### config.mk
export PLATFORM = sky130hd
export DESIGN_NAME = multi_cycle_shift_unit
export DESIGN_NICKNAME = d
export VERILOG_FILES = /design/src/rtl/multi_cycle_shift_unit.sv
export SDC_FILE = /design/constraint.sdc
export NUM_CORES = 1
export LEC_CHECK = 0
export BUFFER_PORTS_ARGS = -buffer_cell sky130_fd_sc_hd__buf_4
export CAP_MARGIN = 10
export CORE_MARGIN = 4
export CORE_UTILIZATION = 58
export CTS_BUF_LIST = sky130_fd_sc_hd__clkbuf_2
export CTS_CLUSTER_DIAMETER = 200
export DETAILED_ROUTE_END_ITERATION = 8
export PLACE_DENSITY = 0.81
export SLEW_MARGIN = 0
export SYNTH_ARGS = -nofsm -noshare
export SYNTH_HDL_FRONTEND = slang
export SYNTH_SLANG_ARGS = --single-unit
### constraint.sdc
create_clock -name clk -period 6.8 [get_ports clk]
set_clock_uncertainty 0.1 [all_clocks]
set_input_delay 0.68 -clock clk [delete_from_list [all_inputs] [get_ports clk]]
set_output_delay 0.68 -clock clk [all_outputs]
set_load 0.05 [all_outputs]
### src/rtl/multi_cycle_shift_unit.sv
// multi_cycle_shift_unit
// Iterative shift engine: left, right-logical or right-arithmetic shift of an
// N-bit operand by a run-time amount, at most STEP positions per clock.
// Valid/ready handshake on both sides, one transaction in flight.
// The accepting edge counts as the first edge of the transaction, so a
// result for amount 0 is presented right after the accepting edge.
module multi_cycle_shift_unit #(
   parameter  int N    = 8,
   parameter  int STEP = 3,
   localparam int AW   = $clog2(N + 1)
) (
   input  logic          clk,
   input  logic          rst,
   input  logic          up_valid,
   output logic          up_ready,
   input  logic [N-1:0]  up_data,
   input  logic [AW-1:0] up_amt,
   input  logic          up_dir,
   input  logic          up_arith,
   output logic          down_valid,
   input  logic          down_ready,
   output logic [N-1:0]  down_data,
   output logic          busy
);

   typedef enum logic [1:0] {
      IDLE  = 2'd0,
      SHIFT = 2'd1,
      OUT   = 2'd2
   } state_t;

   localparam logic [AW-1:0] STEP_A = AW'(STEP);
   localparam logic [AW-1:0] N_A    = AW'(N);

   state_t          state_q, state_d;
   logic [N-1:0]    work_q;      // working register being shifted
   logic [AW-1:0]   rem_q;       // positions still to shift
   logic            dir_q;       // 1 = left
   logic            fill_q;      // bit shifted in on right shifts
   logic [N-1:0]    result_q;    // last completed result

   logic [AW-1:0]   amt_sat;
   logic [AW-1:0]   step_k;
   logic [AW-1:0]   rem_next;
   logic [2*N-1:0]  right_wide;
   logic [N-1:0]    shift_res;

   // Amounts above N behave exactly like N: all operand bits are shifted out.
   assign amt_sat  = (up_amt > N_A) ? N_A : up_amt;

   // Per-cycle step never exceeds what remains, so rem cannot underflow.
   assign step_k   = (rem_q > STEP_A) ? STEP_A : rem_q;
   assign rem_next = rem_q - step_k;

   // Right shifts pull the fill bit in from a replicated upper half.
   assign right_wide = {{N{fill_q}}, work_q} >> step_k;
   assign shift_res  = dir_q ? (work_q << step_k) : right_wide[N-1:0];

   assign up_ready   = (state_q == IDLE);
   assign down_valid = (state_q == OUT);
   assign busy       = (state_q != IDLE);
   assign down_data  = result_q;

   // Next-state decode for the IDLE -> SHIFT -> OUT sequence.
   always_comb begin
      // NOTE: default assigned first so every path drives state_d; no latch is inferred.
      state_d = state_q;
      case (state_q)
         IDLE:    if (up_valid) state_d = (amt_sat == '0) ? OUT : SHIFT;
         SHIFT:   if (rem_next == '0) state_d = OUT;
         OUT:     if (down_ready) state_d = IDLE;
         default: state_d = IDLE;
      endcase
   end

   // State, operand capture, iterative shifting and result register.
   always_ff @(posedge clk) begin
      // NOTE: non-blocking assignments keep every register sampling pre-edge values.
      if (rst) begin
         state_q  <= IDLE;
         work_q   <= '0;
         rem_q    <= '0;
         dir_q    <= 1'b0;
         fill_q   <= 1'b0;
         result_q <= '0;
      end else begin
         state_q <= state_d;
         case (state_q)
            IDLE: begin
               if (up_valid) begin
                  work_q <= up_data;
                  rem_q  <= amt_sat;
                  dir_q  <= up_dir;
                  fill_q <= ~up_dir & up_arith & up_data[N-1];
                  if (amt_sat == '0) result_q <= up_data;
               end
            end
            SHIFT: begin
               work_q <= shift_res;
               rem_q  <= rem_next;
               if (rem_next == '0) result_q <= shift_res;
            end
            default: begin
               // OUT holds everything until the consumer takes the result.
            end
         endcase
      end
   end

endmodule

# Yosys cells after proc, flatten, opt, wreduce, memory -nomap -nowiden
# Cells that the tools add are included.
# op_classes
n_addsub,1
multipliers,0
n_div,0
magnitude_cmp,2
n_eq_ne,6
n_shift,2
muxes,16
bitwise,3
n_reduce_logical,9
# ops
op,count
8-bit 2-to-1 mux,5
8-bit one-hot mux with 2 select lines,2
16-bit by 4-bit right shift with 8-bit output,1
4-bit 2-to-1 mux,3
4-bit logical NOT,2
2-bit 2-to-1 mux,4
4-bit one-hot mux with 2 select lines,1
8-bit by 4-bit left shift with 8-bit output,1
2-bit one-hot mux with 3 select lines,1
4-bit by 2-bit greater-than comparator with 1-bit output (second input constant),1
4-bit greater-than comparator (second input constant),1
2-bit by 1-bit inequality test with 1-bit output (second input constant),2
2-bit inequality test (second input constant),2
2-bit AND reduction,2
4-bit AND reduction,1
2-bit nonzero test,2
4-bit subtractor,1
3-bit AND reduction,1
1-bit bitwise AND,2
2-bit by 1-bit equality test with 1-bit output (second input constant),1
2-bit equality test (second input constant),1
2-bit logical NOT,1
1-bit NOT,1
# word_totals
reg_bits,24
latchBits,0
mem_bits_rw,0
romBits,0
input_bits,18
output_inout_bits,11
elab_cells,45
mem_count,0

# Depth between registers and ports, before layout
# depth
ltp_word,6
ltp_mapped,11
mapped_depth_nobuf,8

# Worst setup path before layout
# OpenSTA, ideal clock, no wires.
# synth_path
path_kind,flip-flop to flip-flop
from,register rem_q[0]
to,"register result_q[1], in the netlist down_data[1]"
arrival_time_ns,2.366
slack_ns,4.263
stages_incl_launch_ff,12
period_less_slack_ns,2.537
path_cell_list,dfxtp_1 -> buf_2 -> buf_2 -> inv_1 -> o21ai_0 -> ha_1 -> and3b_1 -> o32ai_1 -> or3_1 -> buf_2 -> or3_1 -> a21oi_1
# synth_between
elab_chain_cells,6
word_cells_on_any_way,11
cone_classes,add/sub (1); order compare (1); eq/ne (1); shift (2); mux (4); reduce/logical (2)
# synth_rtl
element,line,text
from (decl),37,logic [AW-1:0] rem_q;
from (signal assigned),92,rem_q <= amt_sat;
from (signal assigned),100,rem_q <= rem_next;
4-bit by 2-bit greater-than comparator with 1-bit output,52,assign step_k = (rem_q > STEP_A) ? STEP_A : rem_q;
4-bit 2-to-1 mux,52,
4-bit subtractor (tied with other cells),53,assign rem_next = rem_q - step_k;
4-bit logical NOT or 8-bit 2-to-1 mux (tied branches),"101, 57",
2-bit inequality test (no source line) or 8-bit 2-to-1 mux (tied branches),n/a,
4-bit AND reduction (no source line) or 8-bit one-hot mux with 2 select lines (tied branches),n/a,
to (signal assigned),95,if (amt_sat == '0) result_q <= up_data;
to (signal assigned),101,if (rem_next == '0) result_q <= shift_res;
to (decl),40,logic [N-1:0] result_q;
# Parallel ways exist; a longest one is shown, timed or not. The select of a mux whose other input is x is not followed.
# A chain may end at the register's enable or synchronous reset.

# Worst setup path in the final report
# layout_path
from,register rem_q[0]
to,"register result_q[0], in the netlist down_data[0]"
# Same word-level chain as after synthesis.

==> impl_metrics.ini <==
[grt]
grt_util_all_layers_pct = 27.54
first_global_vias = 1642
antenna_found_initial = 0
grt_max_degree = 25
grt_pass1_wl_um = 7797
grt.overflow.total = 0

[power_and_ir_drop]
power_density_nw_per_um2 = 293.0
total_power_mw = 0.5411
peakVddDrop_uv = 194.4
p_leak_nw = 0.7044

[yosys]
synth_area_um2 = 1648
synth_area_per_cell_um2 = 7.629
yosys_most_used_dff = dfxtp_1
syn_inst = 216
seq_area_frac_synth_pct = 29.16
yosys_warnings = 0
ys_async_sr_fraction_pct = 0
syn_nets = 235
synth_edf_count = 0
yosysUniqueCellTypes = 47
ys_ff_latch = 24

[sta]
post-route-period-util_pct = 44.97
fmax_ghz = 0.3270
worst_pin_slew_ps = 906.4
fin_hold_ws_ps = 377.6
slew_violations = 0
min_period_ps = 3058
hold_violations = 0
final-setup-viol-count = 0
rsz0062_at_grt = no
relSlewSlack_pct = 39.11
fin_tns_setup_ps = 0

[floorplanning]
initial_core_util_pct = 60.27
rows = 19
die_area_um2 = 3758
core_region_area_um2 = 2734
die_x_um = 61.30
die_h_um = 61.30
ios = 29

[drt]
ant_nets = 0
drc = 0
wl_um = 4699
drtIter0Drc = 197
dr.pass1.iters = 6
vias = 1835
viasPerCell = 7.004
post_drt_wl_per_cell_um = 17.94

[cts]
clk_latency_ps = 340
ctsHoldBuffers = 0
cts.htree.levels = 1
cts-buffers-inserted = 3
clock_path_buffers = 2
clkSinkCount = 24
cts_tree = done
clkTransAtPathRegs_ps = 210
cts_setup_buffers = 0
post_cts_resize_count = 0
cts_root_buffer = clkbuf_2

[critical_path]
path_class = reg -> reg
cp.required_ps = 6980
worstSetupStartpointType = flop
cp-end-kind = flop
worstPathArrival_ps = 3240
crit_fanout = 24
crit_buf_inv = 1
crit_chain = inv_1, o21ai_0, ha_1, and3b_1, o32ai_1, nor3_1, o211ai_1, a21oi_1
crit_family = simple AND/OR/NAND/NOR gates
crit_path_max_incr_delay_ps = 900
crit_slowest_cell = dfxtp_1

[cells_and_area]
final_common_cell = buf_4
drive_gt1_share_pct = 19.91
area_growth_pct = 12.07
n_fill_cell = 227
diodes = 0
final_cell_mix = buf_4 (29), nor2_1 (24), dfxtp_1 (24), nor3_1 (19)
fin_nets = 251

[job]
cap_violations = 0

[place]
gp_congestion = 0.9585
portBuffers = 28
dpl.hpwl_um = 3355

[min_path]
hold_path.class = reg -> reg

[status]
outcome = finished clean
## cells in the mapped netlist, types with 2 or more instances
master / count / area share, %
o32ai_1: 2 / 1.1
nor2b_1: 4 / 1.5
mux2_2: 5 / 3.4
nor2_1: 24 / 5.5
o22ai_1: 5 / 1.9
mux2i_1: 3 / 1.8
nor4_1: 4 / 1.5
o21a_1: 3 / 1.4
or2_2: 2 / 0.76
or3_1: 4 / 1.5
nand2_1: 16 / 3.6
nand3_1: 2 / 0.61
nor3b_1: 4 / 1.8
o21ai_0: 11 / 3.3
a21oi_1: 16 / 4.9
o221ai_1: 5 / 2.7
nand2b_1: 2 / 0.76
inv_1: 6 / 1.4
buf_6: 3 / 2.0
dfxtp_1: 24 / 29
o211ai_1: 5 / 2.3
clkbuf_1: 6 / 1.4
buf_2: 6 / 1.8
a211oi_2: 2 / 1.5
and2_1: 2 / 0.76
a211oi_1: 11 / 5.0
nor3_1: 19 / 5.8
## layout make-up
type | instances | area (um2) | share of cell area, %
inverters | 6 | 22.52 | 1.220
well taps | 31 | 38.79 | 2.100
flip-flops and latches | 24 | 480.5 | 26.02
clock buffers | 3 | 15.01 | 0.8130
multi-input cells | 168 | 1042 | 56.44
repair buffers | 29 | 217.7 | 11.79
clock inverters | 1 | 30.03 | 1.626
## flip-flops by register name (all words and copies together) (netlist names)
signal     count
down_data      8
work_q         8
rem_q          4
state_q        2
dir_q          1
fill_q         1
## per-layer routing
layer | GRT usage, % | up-vias | wire, um
met4 | 8.669 | 0 | 95
met2 | 43.50 | 148 | 2153
met1 | 37.90 | 827 | 1893
met5 | 0 | - | 0
li1 | - | 841 | -
met3 | 5.241 | 19 | 556
## cells by family (layout without fill, tap and decap cells)
logic type	count (synthesis)	in the layout	share of synthesized area, %
AO/OA/AOI/OAI	68	68	28.09
flip-flops	24	24	29.16
adder cells (fa/ha/maj)	1	1	0.7592
buffers and inverters	24	39	7.592
AND/OR/NAND/NOR	90	90	28.25
multiplexers	9	9	6.150
## per-stage QoR
step	worst slack, ps	util, %	cell area (um2)	std cells
after global routing	3479	67.55	1847	262
after floorplan	4263	-	1648	216
after CTS	3781	67.55	1847	262
after detailed placement	3822	65.90	1802	258
after global placement	3985	65.90	1802	258
final	3742	67.55	1847	262
## worst paths after layout
check / endpoint / start / cells past startpoint / slack (ps)
worst max-delay path: down_data[0] / rem_q[0] / 8 / 3740
worst min-delay path: down_data[1] / down_data[1] / 2 / 380
worst max register to register: down_data[0] / rem_q[0] / 8 / 3740
worst min register to register: down_data[1] / down_data[1] / 2 / 380
## report_power, final
group          total, mW  internal (mW)  switching, mW
combinational      0.243         0.0952          0.148
clock             0.0933         0.0507         0.0426
sequential         0.205          0.162         0.0427
## worst register-to-register path, stage by stage, from the launching register on
cell	delay (ps)
dfxtp_1	900
inv_1	250
o21ai_0	150
ha_1	220
and3b_1	180
o32ai_1	110
nor3_1	750
o211ai_1	190
a21oi_1	160
Power figures use the tool's default switching activity.
